<file path="config.mk">
export PLATFORM = sky130hd
export DESIGN_NAME = fetch_stage_buffered
export DESIGN_NICKNAME = d
export VERILOG_FILES = /design/src/rtl/fetch_pkg.sv /design/src/rtl/fetch_queue.sv /design/src/rtl/fetch_stage_buffered.sv
export SDC_FILE = /design/constraint.sdc
export NUM_CORES = 1
export LEC_CHECK = 0
export ABC_AREA = 1
export BUFFER_PORTS_ARGS = -buffer_cell sky130_fd_sc_hd__clkbuf_2
export CAP_MARGIN = 40
export CORE_ASPECT_RATIO = 0.75
export CORE_MARGIN = 5
export CORE_UTILIZATION = 50
export DETAILED_ROUTE_END_ITERATION = 16
export PLACE_DENSITY = 0.76
export SLEW_MARGIN = 40
export SYNTH_ARGS = -nofsm -noshare
export SYNTH_HDL_FRONTEND = slang
export SYNTH_SLANG_ARGS = --single-unit
export TNS_END_PERCENT = 20
</file>
<file path="constraint.sdc">
create_clock -name clk -period 4.29 [get_ports clk]
set_input_delay 0.6435 -clock clk [delete_from_list [all_inputs] [get_ports clk]]
set_output_delay 0.6435 -clock clk [all_outputs]
set_load 0.02 [all_outputs]
</file>
<file path="src/rtl/fetch_pkg.sv">
// Shared constants and types for the buffered fetch stage.
package fetch_pkg;

    localparam int          DEFAULT_XLEN     = 32;
    localparam logic [31:0] DEFAULT_RESET_PC = 32'h0000_0000;
    localparam logic [31:0] NOP_INSTR        = 32'h0000_0013;

    // One fetch-queue slot as decode sees it.
    typedef struct packed {
        logic [DEFAULT_XLEN-1:0] instr;
        logic [DEFAULT_XLEN-1:0] pc;
    } fq_entry_t;

endpackage

</file>
<file path="src/rtl/fetch_queue.sv">
// Small synchronous FIFO with flush; the head entry is read straight from storage.
module fetch_queue #(
    parameter  int WIDTH = 64,
    parameter  int DEPTH = 2,
    localparam int AW    = $clog2(DEPTH),
    localparam int CW    = $clog2(DEPTH + 1)
) (
    input  logic             clk,
    input  logic             rst,
    input  logic             push,
    input  logic [WIDTH-1:0] pushData,
    input  logic             pop,
    input  logic             flush,
    output logic [WIDTH-1:0] popData,
    output logic             full,
    output logic             empty,
    output logic [CW-1:0]    count
);

    logic [WIDTH-1:0] mem [DEPTH];
    logic [AW-1:0]    wrPtr;
    logic [AW-1:0]    rdPtr;
    logic             doPush;
    logic             doPop;

    assign empty   = (count == '0);
    assign full    = (count == CW'(DEPTH));
    assign doPop   = pop && !empty;
    // A full queue may still accept a push when the head leaves in the same cycle.
    assign doPush  = push && (!full || doPop);
    assign popData = mem[rdPtr];

    // NOTE: sequential state uses non-blocking assignments so every flop samples pre-edge values.
    always_ff @(posedge clk) begin
        if (rst || flush) begin
            wrPtr <= '0;
            rdPtr <= '0;
            count <= '0;
        end else begin
            if (doPush) wrPtr <= wrPtr + AW'(1);
            if (doPop)  rdPtr <= rdPtr + AW'(1);
            count <= count + CW'(doPush) - CW'(doPop);
        end
    end

    // NOTE: storage is deliberately not reset; the pointers and count define which slots are live.
    always_ff @(posedge clk) begin
        if (doPush) mem[wrPtr] <= pushData;
    end

    overflow_check: assert property (@(posedge clk) disable iff (rst)
        !(push && full && !pop && !flush))
        else $error("fetch_queue: push into full queue");

endmodule

</file>
<file path="src/rtl/fetch_stage_buffered.sv">
// Fetch stage: owns the PC, issues imem requests under a credit limit and queues
// returned instructions for decode, discarding responses orphaned by a redirect.
module fetch_stage_buffered
    import fetch_pkg::*;
#(
    parameter int              XLEN     = DEFAULT_XLEN,
    parameter logic [XLEN-1:0] RESET_PC = XLEN'(DEFAULT_RESET_PC),
    parameter int              FQ_DEPTH = 2
) (
    input  logic            clk,
    input  logic            rst,
    input  logic            PCSrcE,
    input  logic [XLEN-1:0] PCTargetE,
    input  logic            StallD,
    output logic            imem_req_valid,
    input  logic            imem_req_ready,
    output logic [XLEN-1:0] imem_req_addr,
    input  logic            imem_rsp_valid,
    input  logic [XLEN-1:0] imem_rsp_data,
    output logic            ValidD,
    output logic [XLEN-1:0] InstrD,
    output logic [XLEN-1:0] PCD,
    output logic [XLEN-1:0] PCPlus4D
);

    localparam int CW = $clog2(FQ_DEPTH + 1);
    localparam int SW = CW + 1;

    logic [XLEN-1:0]   pc;
    logic [CW-1:0]     outCnt;
    logic [CW-1:0]     dropCnt;
    logic [CW-1:0]     occ;
    logic [CW-1:0]     tagCount;
    logic [2*XLEN-1:0] qHead;
    logic [XLEN-1:0]   tagHead;
    logic              qEmpty;
    logic              qFull;
    logic              tagEmpty;
    logic              tagFull;
    logic              pop;
    logic              issueOk;
    logic              reqFire;
    logic              rspKeep;

    assign pop = ValidD && !StallD;

    // Buffered plus in-flight words may never exceed the queue; a pop frees a slot this cycle.
    assign issueOk = !rst && !PCSrcE &&
                     (({1'b0, occ} + {1'b0, outCnt}) < (SW'(FQ_DEPTH) + SW'(pop)));

    assign imem_req_valid = issueOk;
    assign imem_req_addr  = pc;
    assign reqFire        = issueOk && imem_req_ready;
    assign rspKeep        = imem_rsp_valid && (dropCnt == '0) && !PCSrcE;

    always_ff @(posedge clk) begin
        if (rst) begin
            pc      <= RESET_PC;
            outCnt  <= '0;
            dropCnt <= '0;
        end else begin
            outCnt <= outCnt + CW'(reqFire) - CW'(imem_rsp_valid);
            if (PCSrcE) begin
                pc      <= PCTargetE & ~XLEN'(3);
                dropCnt <= outCnt - CW'(imem_rsp_valid);
            end else begin
                if (reqFire) pc <= pc + XLEN'(4);
                if (imem_rsp_valid && (dropCnt != '0)) dropCnt <= dropCnt - CW'(1);
            end
        end
    end

    fetch_queue #(.WIDTH(2 * XLEN), .DEPTH(FQ_DEPTH)) instrQueue (
        .clk      (clk),
        .rst      (rst),
        .push     (rspKeep),
        .pushData ({imem_rsp_data, tagHead}),
        .pop      (pop),
        .flush    (PCSrcE),
        .popData  (qHead),
        .full     (qFull),
        .empty    (qEmpty),
        .count    (occ)
    );

    // Addresses of every outstanding request, discarded ones included, so tags stay aligned.
    fetch_queue #(.WIDTH(XLEN), .DEPTH(FQ_DEPTH)) tagQueue (
        .clk      (clk),
        .rst      (rst),
        .push     (reqFire),
        .pushData (pc),
        .pop      (imem_rsp_valid),
        .flush    (1'b0),
        .popData  (tagHead),
        .full     (tagFull),
        .empty    (tagEmpty),
        .count    (tagCount)
    );

    // NOTE: every output gets a default first so no path through the block can infer a latch.
    always_comb begin
        ValidD = !qEmpty;
        InstrD = XLEN'(NOP_INSTR);
        PCD    = '0;
        if (!qEmpty) begin
            InstrD = qHead[2*XLEN-1:XLEN];
            PCD    = qHead[XLEN-1:0];
        end
        PCPlus4D = PCD + XLEN'(4);
    end

    tag_tracks_outstanding: assert property (@(posedge clk) disable iff (rst)
        tagCount == outCnt);
    rsp_has_tag: assert property (@(posedge clk) disable iff (rst)
        !(imem_rsp_valid && tagEmpty));
    tag_no_overflow: assert property (@(posedge clk) disable iff (rst)
        !(reqFire && tagFull && !imem_rsp_valid));
    instr_no_overflow: assert property (@(posedge clk) disable iff (rst)
        !(rspKeep && qFull && !pop));

endmodule

</file>
-- Word level (Yosys, flattened, before mapping)
Memories as Yosys holds them, arrays and structs flattened. A register that Yosys moved wholly into a read port is not among the register bits.
Index checks and enable logic that the tools add are counted.
Widths: inputs -> output; s select.
- bits in registers: 44
- RAM bits: 192
- input bits: 70
- output and inout bits: 130
- logic and storage cells: 73
- memories kept: 2
- memories (name ; depth ; width ; read ports ; clocked after memory_dff ; write ports ; RTL line ; RTL):
    instrQueue.mem ; 2 ; 64 ; 1 ; 1 ; 1 ; fetch_queue.sv:20 ; logic [WIDTH-1:0] mem [DEPTH];
    tagQueue.mem ; 2 ; 32 ; 1 ; 1 ; 1 ; fetch_queue.sv:20 ;
- add/subtract/negate cells: 16
- $lt $le $gt $ge: 1
- equal/unequal tests: 2
- muxes and demuxes: 14
- reduce and logical (&&, ||, !) cells: 28
- operators by type and width (operator ; count):
    $mux 32 ; 4
    $add 32x3->32 const B ; 2
    $logic_and 1x1->1 ; 11
    $mux 1 ; 8
    $sub 2x1->2 ; 4
    $logic_not 1->1 ; 7
    $add 2x1->2 ; 3
    $logic_not 2->1 ; 3
    $reduce_bool 2->1 ; 3
    $add 1x1->1 const B ; 4
    $eq 2x2->1 const B ; 2
    $mux 2 ; 2
    $add 2x1->3 const A ; 1
    $add 2x2->3 ; 1
    $logic_or 1x1->1 ; 3
    $lt 3x3->1 ; 1
    $reduce_or 2->1 ; 1
    $sub 2x1->2 const B ; 1

-- Logic depth before layout (Yosys ltp)
- depth in word-level cells: 10
- depth in mapped cells: 14
- mapped depth without buffers: 13

-- By module
Synthesis repeated with hierarchy kept, for this count alone.
- cells, all modules: 1113
- area, all modules: 11882.6 um^2
- by module, submodules not included (module ; times used ; cells an instance ; area each (um^2) ; sequential area each (um^2)):
    fetch_queue at instrQueue ; 1 ; 236 ; 5165.0 ; 3943.8
    fetch_stage_buffered ; 1 ; 740 ; 4005.1 ; 680.7
    fetch_queue at tagQueue ; 1 ; 137 ; 2712.6 ; 2021.9

-- Worst setup path before layout
No wires, ideal clock.
- path kind: in2reg
- from: input port PCSrcE
- to: memory instrQueue.mem[1][10] (enable)
- library setup time: 0.484 ns
- arrival time: 3.761 ns
- required time: 3.806 ns
- path slack: 0.045 ns
- stages: 4
- buffers on the path: 1
- cell sequence: inv_1 > buf_2 > nand4_1 > nor2_1
- word-level cells in the longest chain between the ends: 5
- RTL lines (item ; RTL line ; RTL):
    start: declaration ; fetch_stage_buffered.sv:12 ; input logic PCSrcE,
    $logic_not 1->1 ; fetch_stage_buffered.sv:54 ; assign rspKeep = imem_rsp_valid && (dropCnt == '0) && !PCSrcE;
    $logic_and 1x1->1 ; fetch_stage_buffered.sv:54 ;
    $logic_and 1x1->1 ; fetch_queue.sv:30 ; assign doPush = push && (!full || doPop);
    $mux 1 ; fetch_queue.sv:48 ; if (doPush) mem[wrPtr] <= pushData;
    $mux 1 (implied by the code) ; fetch_queue.sv:48 ;
    end: declaration ; fetch_queue.sv:20 ;
Every way passes these cells.

==> out/results.ini <==
[synth]
postSynth.asyncResetShare = 0
synth_area_sq_um = 11100
yosys.area_share.simple = 0.243
synth_adder_area_share = 0.0142
ys_seq_area_frac = 0.577
synth_compound_area_frac = 0.0417
syn_inst = 1201
ys_seq_elements = 228
syn_area_per_cell_sq_um = 9.24
dominantRegCellSynth = edfxtp_1
ys_types = 39
synth_top_family_by_area = simple AND/OR/NAND/NOR gates
synth_mux_area_frac = 0.0304
ys_warn_count = 0
synth_edf_count = 184
synth-xor-area-share = 0.0197

[drt]
drt-pass1-iter-count = 5
drt-total-wl_mm = 25.9
wl_per_cell_um = 15.2
drt_iter0_markers = 760
vias_per_cell = 5.05
vias = 8596
ant_nets = 0
route.detailed.drc = 0

[die]
num_rows = 47
core_area_sq_um = 21900
die_h_um = 139
start_util = 0.506
die_area_sq_um = 25300
io_pins = 200
die_x_um = 182

[setup_path]
worstPathMaxFanout = 69
reg2reg_from = instrQueue.count[1]
cp_data_required_time_ns = 3.65
critPathArrivalTime_ns = 2.99
critPathKind = reg2out
critPathSlowestCell = buf_4
crit_top_cell = nand2_1
max_stage_delay_ns = 0.59
end_kind = primary output
crit_chain = buf_4 -> nand2_1 -> nand2_1 -> nand2_1 -> inv_1 -> ha_1 -> inv_1 -> nor2_2 -> nand2_2 -> inv_1 -> nand2_1 -> xor2_1 -> clkbuf_2
start_kind = register

[sta]
period_share = 0.846
fin_ws_ns = 0.661
whs_ns = 0.330
setup_viol = 0
relSlewSlack = 0.509
finalHoldViolations = 0
clock_skew_ns = 0.0117
worstMarginPinSlew_ns = 0.736
fmax_mhz = 276
fin_crit_ns = 3.63
setup_tns_ns = 0
drv_slew = 0
rsz0062_at_grt = no

[cts]
cts.root.buffer_cell = clkbuf_16
cts_buffers = 24
cts_resized = 0
clk_latency_ns = 0.50
postCtsSetupRepairBufs = 0
clock_sinks = 228
htreeDepth = 1
clkTransAtPathRegs_ns = 0.06
clockBufferDepth = 3
cts_tree = done
cts_hold_buf = 0

[grt]
grt_pass1_vias = 8007
grt_pass1_wl_mm = 41.7
grt_start_max_net_pins = 70
antenna_found_initial = 0
grt_util_all_layers = 0.201
gr-total-overflow = 0

[cells_and_area]
num-fill-cells = 1857
final_cell_count_no_fill = 1702
areaGrowthSynthToFinish_pct = 17.6
num_antenna_cells = 0
drive_above_1_share = 0.228
finalNetCount = 1472

[placed_design]
io_buffer_count = 191
place_inst = 1658
dp_hpwl_mm = 18.5
globalplace.congestion = 0.901
dp_slack_ns = 1.17

[run_status]
status = finished, final reports clean

[hold_path]
hold_start = imem_rsp_data[18]
hold_class = in2reg

[power_and_ir_drop]
p_int_mw = 3.88
swShare = 0.252
ir_worst_vdd_uv = 224
power_frac_clock = 0.374
seqPwrFrac = 0.501
powerDensity_nw_per_um2 = 398
power_frac_comb = 0.125
power_mw = 5.19
p_sw_mw = 1.31
leakagePower_nw = 5.64

[flow_run]
cap_viol_max_count = 0

worst max-delay path: cells and delay by family, from the launching register on:
kind / cells / cell delay, ns
AND/OR/NAND/NOR: 6 / 0.68
XOR/XNOR: 1 / 0.16
buffers and inverters: 5 / 1.09
adder cells (fa/ha/maj): 1 / 0.16
flip-flops: 1 / 0.39
stage by stage:
| step | area [sq um] | utilization |
|---|---|---|
| after floorplan | 11100 | - |
| after global placement | 12300 | 0.560 |
| after detailed placement | 12300 | 0.560 |
| after CTS | 13100 | 0.595 |
| after global routing | 13100 | 0.595 |
| final | 13100 | 0.595 |
flip-flops by register name, indices dropped and copies added, names as in the netlist, named ones only:
| register | flops |
|---|---|
| instrQueue.mem | 124 |
| tagQueue.mem | 60 |
| imem_req_addr | 30 |
| dropCnt | 2 |
| instrQueue.count | 2 |
| outCnt | 2 |
| tagQueue.count | 2 |
| instrQueue.rdPtr | 1 |
| instrQueue.wrPtr | 1 |
| tagQueue.rdPtr | 1 |
| tagQueue.wrPtr | 1 |
layout by cell type, fill, tap and decap left out, types with 2 or more instances in the layout:
cell / count
mux2_2: 30
clkbuf_16: 25
and2_1: 2
nand4_1: 8
a21oi_1: 60
o21ai_0: 12
nand3b_1: 3
nand2_4: 2
a21boi_0: 2
inv_2: 6
xor2_1: 23
clkbuf_2: 191
clkinvlp_4: 3
inv_1: 127
buf_4: 12
nor2_4: 4
o21ai_2: 2
dfxtp_1: 43
xnor2_1: 2
clkinv_2: 8
buf_12: 2
clkinv_1: 4
nor2_2: 13
nand2_1: 373
o21a_1: 3
nand3_2: 5
nor3b_1: 2
o21bai_1: 4
nor2_1: 101
ha_1: 11
conb_1: 6
o21ai_1: 2
edfxtp_1: 184
nand3_1: 110
nand2_2: 12
nor3_1: 2
cells by family after synthesis:
kind of cell | after synthesis
buffers and inverters | 181
XOR/XNOR | 25
AND/OR/NAND/NOR | 638
multiplexers | 30
adder cells (fa/ha/maj) | 12
AO/OA/AOI/OAI | 86
other | 1
flip-flops | 228
routing by layer:
layer  GRT usage  wire [um]  share of wire
met3      0.0307       1890          0.073
met4      0.0312        306          0.012
met1       0.306      12200           0.47
met2       0.313      11500           0.44
met5           0          0              0
final timing paths:
check	endpoint	slack [ns]	cells past startpoint
max	PCPlus4D[18]	0.66	13
max reg2reg	tagQueue.count[1]	1.57	13
min	instrQueue.mem[0][50]	0.33	1
min reg2reg	tagQueue.rdPtr	0.46	1
power groups by stage:
stage	registers [mW]	clock network (mW)	logic, mW
after global routing	2.61	2.07	0.719
after floorplan	2.64	0	0.430
after global placement	2.64	0	0.628
after CTS	2.60	1.97	0.652
final	2.60	1.94	0.649
after detailed placement	2.64	0	0.645
cell usage after synthesis (all sizes together), types with 8 or more instances:
master / n / area, sq um
a21oi: 60 / 300
buf: 28 / 234
clkbuf: 19 / 71.3
dfxtp: 44 / 881
edfxtp: 184 / 5530
ha: 11 / 138
inv: 134 / 510
mux2: 30 / 338
nand2: 387 / 1500
nand3: 115 / 601
nand4: 8 / 50.1
nor2: 118 / 483
o21ai: 16 / 87.6
xor2: 23 / 201
area by class of cell:
cell class	instances	area, sq um	share of cell area
multi-input combinational	797	3920	0.300
sequential	228	6410	0.491
timing repair buffer	205	1090	0.0832
clock buffer	26	629	0.0482
tap	294	368	0.0282
clock inverter	18	129	0.00988
inverter	134	510	0.0391
Note: power is estimated with default switching activity, not from simulation.
